==> src/rtl/sata_link_pkg.sv <==
// Shared word layout and mode names for the SATA link packet FIFO.
// The FIFO stores the end-of-frame flag alongside every data word.
package sata_link_pkg;

   localparam int SATA_DWIDTH = 32;

   localparam string MODE_CUT_THROUGH   = "CUT_THROUGH";
   localparam string MODE_STORE_FORWARD = "STORE_FORWARD";

   typedef struct packed {
      logic                   eop;
      logic [SATA_DWIDTH-1:0] data;
   } sata_word_t;

endpackage

==> src/rtl/sata_link_dpram.sv <==
// Simple dual-port RAM: one write port and one registered read port.
// The array has no reset, so it can map onto block RAM.
module sata_link_dpram #(
   parameter int WIDTH = 33,
   parameter int AW    = 7
) (
   input  logic             clk,
   input  logic             wr_en_i,
   input  logic [AW-1:0]    wr_addr_i,
   input  logic [WIDTH-1:0] wr_data_i,
   input  logic [AW-1:0]    rd_addr_i,
   output logic [WIDTH-1:0] rd_data_o
);

   localparam int DEPTH = 1 << AW;

   logic [WIDTH-1:0] mem [DEPTH];

   always_ff @(posedge clk) begin
      if (wr_en_i) begin
         mem[wr_addr_i] <= wr_data_i;
      end
   end

   always_ff @(posedge clk) begin
      rd_data_o <= mem[rd_addr_i];
   end

endmodule

==> src/rtl/sata_link_pkt_fifo.sv <==
// Frame-aware synchronous FIFO between the SATA Link FSM and the Transport layer.
// In store-and-forward mode a frame only becomes readable once its EOP word is written.
module sata_link_pkt_fifo
   import sata_link_pkg::*;
#(
   parameter int    DWIDTH       = 32,
   parameter int    DEPTH        = 128,
   parameter int    ALMOST_EMPTY = 2,
   parameter int    ALMOST_FULL  = DEPTH / 2,
   parameter string MODE         = MODE_CUT_THROUGH
) (
   input  logic                   clk,
   input  logic                   reset,
   input  logic [DWIDTH-1:0]      wr_data,
   input  logic                   wr_eop,
   input  logic                   wr_req,
   input  logic                   wr_drop,
   output logic                   wr_full,
   output logic                   wr_almostfull,
   output logic                   wr_ovf,
   output logic [DWIDTH-1:0]      rd_data,
   output logic                   rd_eop,
   input  logic                   rd_req,
   output logic                   rd_empty,
   output logic                   rd_almostempty,
   output logic [$clog2(DEPTH):0] rd_frames
);

   localparam int AW        = $clog2(DEPTH);
   localparam int PW        = AW + 1;
   localparam bit STORE_FWD = (MODE == MODE_STORE_FORWARD);

   typedef struct packed {
      logic              eop;
      logic [DWIDTH-1:0] data;
   } word_t;

   logic [PW-1:0] wr_ptr_q, wr_ptr_d;
   logic [PW-1:0] cm_ptr_q, cm_ptr_d;
   logic [PW-1:0] rd_ptr_q, rd_ptr_d;
   logic [PW-1:0] frames_q, frames_d;
   logic          drop_pend_q, drop_pend_d;
   logic          ovf_q, ovf_d;
   logic          out_valid_q, out_valid_d;

   logic [PW-1:0] stored, readable;
   logic          full, pop, ram_we, frame_inc;
   word_t         ram_wdata, ram_rdata;

   assign stored   = wr_ptr_q - rd_ptr_q;
   assign readable = cm_ptr_q - rd_ptr_q;
   assign full     = (stored == PW'(DEPTH));

   // A rejected non-EOP word starts a discard that runs until the frame's EOP arrives.
   always_comb begin
      wr_ptr_d    = wr_ptr_q;
      cm_ptr_d    = cm_ptr_q;
      drop_pend_d = drop_pend_q;
      ovf_d       = 1'b0;
      ram_we      = 1'b0;
      frame_inc   = 1'b0;
      if (!STORE_FWD) begin
         if (wr_req && !full) begin
            ram_we    = 1'b1;
            wr_ptr_d  = wr_ptr_q + PW'(1);
            cm_ptr_d  = wr_ptr_d;
            frame_inc = wr_eop;
         end
         ovf_d = wr_req && full;
      end else if (wr_drop) begin
         wr_ptr_d    = cm_ptr_q;
         drop_pend_d = 1'b0;
      end else if (drop_pend_q) begin
         if (wr_req && wr_eop) begin
            wr_ptr_d    = cm_ptr_q;
            drop_pend_d = 1'b0;
         end
      end else if (wr_req && full) begin
         ovf_d = 1'b1;
         if (wr_eop) begin
            wr_ptr_d = cm_ptr_q;
         end else begin
            drop_pend_d = 1'b1;
         end
      end else if (wr_req) begin
         ram_we   = 1'b1;
         wr_ptr_d = wr_ptr_q + PW'(1);
         if (wr_eop) begin
            cm_ptr_d  = wr_ptr_q + PW'(1);
            frame_inc = 1'b1;
         end
      end
   end

   // The RAM always reads the next head address, so a pop is refilled on the following cycle.
   assign pop         = rd_req && out_valid_q;
   assign rd_ptr_d    = rd_ptr_q + PW'(pop);
   assign out_valid_d = ((cm_ptr_q - rd_ptr_d) != '0);
   assign frames_d    = frames_q + PW'(frame_inc) - PW'(pop && ram_rdata.eop);

   assign ram_wdata.eop  = wr_eop;
   assign ram_wdata.data = wr_data;

   sata_link_dpram #(
      .WIDTH ($bits(word_t)),
      .AW    (AW)
   ) u_ram (
      .clk       (clk),
      .wr_en_i   (ram_we),
      .wr_addr_i (wr_ptr_q[AW-1:0]),
      .wr_data_i (ram_wdata),
      .rd_addr_i (rd_ptr_d[AW-1:0]),
      .rd_data_o (ram_rdata)
   );

   always_ff @(posedge clk) begin
      if (reset) begin
         wr_ptr_q    <= '0;
         cm_ptr_q    <= '0;
         rd_ptr_q    <= '0;
         frames_q    <= '0;
         drop_pend_q <= 1'b0;
         ovf_q       <= 1'b0;
         out_valid_q <= 1'b0;
      end else begin
         wr_ptr_q    <= wr_ptr_d;
         cm_ptr_q    <= cm_ptr_d;
         rd_ptr_q    <= rd_ptr_d;
         frames_q    <= frames_d;
         drop_pend_q <= drop_pend_d;
         ovf_q       <= ovf_d;
         out_valid_q <= out_valid_d;
      end
   end

   // The RAM output is unreset, so the head is masked to zero while nothing is valid.
   assign rd_data        = out_valid_q ? ram_rdata.data : '0;
   assign rd_eop         = out_valid_q && ram_rdata.eop;
   assign rd_empty       = !out_valid_q;
   assign rd_almostempty = (readable < PW'(ALMOST_EMPTY));
   assign wr_full        = full;
   assign wr_almostfull  = (stored >= PW'(ALMOST_FULL));
   assign wr_ovf         = ovf_q;
   assign rd_frames      = frames_q;

endmodule

==> config.mk <==
export PLATFORM = sky130hd
export DESIGN_NAME = sata_link_pkt_fifo
export DESIGN_NICKNAME = d
export VERILOG_FILES = /design/src/rtl/sata_link_pkg.sv /design/src/rtl/sata_link_dpram.sv /design/src/rtl/sata_link_pkt_fifo.sv
export SDC_FILE = /design/constraint.sdc
export NUM_CORES = 2
export LEC_CHECK = 0
export BUFFER_PORTS_ARGS = -buffer_cell sky130_fd_sc_hd__buf_2
export CAP_MARGIN = 20
export CORE_MARGIN = 4
export CORE_UTILIZATION = 50
export DETAILED_ROUTE_END_ITERATION = 7
export GPL_TIMING_DRIVEN = 0
export PLACE_DENSITY = 0.68
export SYNTH_ARGS = -nofsm -noshare
export SYNTH_HDL_FRONTEND = slang
export SYNTH_MEMORY_MAX_BITS = 65536
export SYNTH_SLANG_ARGS = --single-unit
==> constraint.sdc <==
create_clock -name clk -period 5.9 [get_ports clk]
set_input_delay 0 -clock clk [delete_from_list [all_inputs] [get_ports clk]]
set_output_delay 0 -clock clk [all_outputs]
set_load 0.01 [all_outputs]
==> metrics.md <==
| Metric | Value |
|---|---|
| Fin. Hold Viols | `0` |
| CTS tree | `built` |
| GPL Wtd Cong | `0.9477` |
| Cell area after synthesis | `164400 µm²` |
| Failing checks | `negative setup slack` |
| Area share of fa/ha/maj cells after synthesis | `0.2222%` |
| Clk buf depth | `4` |
| Root Driver | `clkbuf_16` |
| Register Area | `128000 µm²` |
| Power density over cell area | `roughly 390 nW/µm²` |
| Compound-gate portion of the synthesized area | `~1.4%` |
| Area grow syn2layout | `16.14%` |
| Worst Path Arrival | `6.78 ns` |
| Setup Buffers After CTS | `0` |
| Minimum clock period | `between 6 and 7 ns` |
| WP data required | `~6.6 ns` |
| FF-to-FF path depth | `12` |
| Pre-CTS setup slack | `-0.7755 ns` |
| Iteration-0 DRC Markers | `15893` |
| CP Class | `reg2reg` |
| Largest net degree at the start of global routing | `approximately 110` |
| Mean post-synth cell area | `21.72 µm²` |
| Syn Inst Count | `7571` |
| Layout cells sized above 1 | `29.10%` |
| Routed len/inst | `approximately 39 µm` |
| Initial core utilization | `about half` |
| Grt ovf | `0` |
| Routed wire length | `511800 µm` |
| Synth unique cells | `58` |
| Inst Count DP | `12380` |
| Crit path max-delay cell type | `a22oi_2` |
| Maxcap violations | `0` |
| CP Launch Type | `register` |
| Syn Nets | `7637` |
| Post-synth EDFFs | `approximately 4200` |
| Port Buffers | `81` |
| Final core utilization | `slightly below 60%` |
| DR vias | `88247` |
| Vias in the first global route | `85026` |
| Yosys warnings | `0` |
| CP Capture Type | `register` |
| Die height | `581.5 µm` |
| WHS Path Cells | `2` |
| Tcrit/Tclk final | `103.5%` |
| Final Setup Violations | `11` |
| Setup slack after layout | `-0.2069 ns` |
| IO Pins | `84` |
| Largest family of logic cells by synthesized area | `multiplexers` |
| Flops & latches, synth | `4283` |
| Leak | `59.66 nW` |
| Headroom to the max-slew limit | `between 10% and 20%` |
| Synth top area share | `77.14%` |
| Critical Path Max Stage Delay | `approximately 0.92 ns` |
| Worst Tran Pin Value | `roughly 1.3 ns` |
| Post-Synth XOR/XNOR Area | `0.1309%` |
| Crit Path Max Fanout | `10` |
| H-tree levels | `5` |
| Initial antenna violation count | `46` |
| Max IR drop VDD | `0.2966 mV` |
| Top_reg_cell synth | `edfxtp_1` |
| # nets final | `8573` |
| Rows | `between 200 and 250` |
| All-Layer GR Usage | `29.93%` |
| Final slew viol count | `0` |
| Multi-input logic area | `35230 µm²` |
| RSZ-0062 raised after global routing | `no` |
| Clk sinks | `between 4000 and 5000` |
| Post-synth top area cell | `edfxtp_1` |
| Most area-consuming cells after synthesis | `edfxtp_1 (77%), mux4_2 (15%), nand2_1 (1.7%), dfxtp_1 (0.72%), nand3_1 (0.49%)` |
| Max frequency | `between 0.15 and 0.2 GHz` |
| Total CTS buffers | `423` |
| Share of flip-flops with an asynchronous set or reset | `0%` |
| Die area | `338100 µm²` |
| Core area | `327400 µm²` |
| Clk pin slew, worst setup/hold paths | `0.06 ns` |
| Sequential area share after synthesis | `approximately 80%` |
| Skew final | `0.07219 ns` |
| DRT Pass-1 Iters | `8` |
| Post-synthesis mux area share | `15.54%` |
| Type of the worst min-delay path | `in2reg` |
| Outcome | `complete, but fails checks` |
| Dpl hpwl | `349100 µm` |
| Remaining DRCs | `0` |
| Worst-path cell chain | `and2_1, ha_1, ha_1, buf_4, clkbuf_4, buf_4, buf_1, mux4_2, nand2_1, a31oi_1, a22oi_2, nand4_1` |
| First-pass GRT wire length | `between 600000 and 700000 µm` |
| Drt via density | `roughly 6.7` |
| Antenna viol nets, final | `0` |
| Post-Synth Simple-Gate Area | `3.508%` |
| Fillers | `23221` |
| Worst skew pair latency | `0.99 ns` |
| Final cell count without fillers | `13226` |
| Die W | `581.5 µm` |
final timing paths:
check	start	endpoint	slack (ns)
worst max register to register	out_valid_q	u_ram.rd_data_o[17]	-0.21
worst min-delay path	wr_data[5]	u_ram.mem[46][5]	0.04
worst max-delay path	out_valid_q	u_ram.rd_data_o[17]	-0.21
worst min register to register	cm_ptr_q[7]	cm_ptr_q[7]	0.57
per-layer routing:
layer | global-route usage [%] | share of wire, % | up-vias
li1 | - | - | 33542
met1 | 40.05 | 35 | 46464
met2 | 43.71 | 44 | 6862
met3 | 9.964 | 14 | 1343
met4 | 16.35 | 6.6 | 36
met5 | 0.4961 | 0.13 | -
cells by family after synthesis:
group                    Yosys count
AO/OA/AOI/OAI                    320
XOR/XNOR                          22
adder cells (fa/ha/maj)           28
buffers and inverters            468
flip-flops                      4283
multiplexers                    1143
AND/OR/NAND/NOR                 1307
cell type report:
cell class	instances	area share, %
tap	4346	2.847
clock buffer	515	5.810
multi-input combinational	2820	18.45
inverter	29	0.05700
timing repair buffer	514	3.356
antenna	27	0.03538
buffer	436	1.116
clock inverter	256	1.294
sequential	4283	67.04
cells in the final DEF (no fill, tap or decap), types with 101 or more instances in the layout:
cell	netlist	routed
edfxtp_1	4224	4224
mux4_2	1128	1128
nand2_1	763	763
clkbuf_16	0	427
buf_4	54	262
clkbuf_1	185	251
buf_2	148	195
nand3_1	160	160
and3_1	118	118
buf_12	0	106
clkinv_1	0	101
power breakdown:
group          total, W  switching (W)  internal, W  leakage (nW)
clock network    0.0266         0.0116       0.0150          6.61
registers        0.0338      0.0000999       0.0337          38.5
logic            0.0144        0.00805      0.00632          14.6
total            0.0747         0.0198       0.0550          59.7
state kept, by name, summed over array words and instances (netlist names):
name	flops
cm_ptr_q	8
out_valid_q	1
rd_frames	8
rd_ptr_q	8
u_ram.mem	4224
u_ram.rd_data_o	33
wr_ovf	1
what timing repair did:
action                                 in CTS  in global routing
setup endpoints to repair                  19                 16
endpoints found under the hold margin    4234                  0
gates resized for setup                    18                 23
pin swaps                                   1                  2
hold buffers                               40                  0
critical path, delay by kind of cell (launching register included):
| family | cells | cell delay (ns) |
|---|---|---|
| flops | 1 | 0.48 |
| mux | 1 | 0.41 |
| compound gates | 2 | 1.19 |
| buf+inv | 4 | 1.83 |
| fa+ha+maj | 2 | 0.93 |
| simple gates | 3 | 0.92 |
Yosys cell counts, types with 11 or more instances:
master,count
ha_1,26
nand4_1,31
buf_2,148
mux2i_1,15
nand2_1,763
a311oi_1,52
xnor2_1,12
and3_1,118
mux4_2,1128
nor4_1,32
and2_1,40
edfxtp_1,4224
o2111ai_1,55
nand3_1,160
a21oi_1,29
o21ai_0,39
buf_1,41
dfxtp_1,59
buf_4,54
nor2_1,121
nor2b_1,11
inv_1,26
a31oi_1,70
a22oi_1,25
clkbuf_1,185
per-stage QoR:
step / hold WS (ns) / power [W] / area, µm² / TNS (ns)
finish: 0.04421 / 0.07473 / 191000 / -1.567
global route: 0.04814 / 0.07679 / 190900 / 0
CTS: 0.002782 / 0.07478 / 190800 / 0
detailed placement: 0.3876 / 0.04859 / 176700 / -5.919
global placement: 0.4097 / 0.04833 / 170300 / -9214.13
floorplan: 0.09887 / 0.04356 / 164400 / -137.11
No activity file was read; power rests on OpenSTA's default activity.
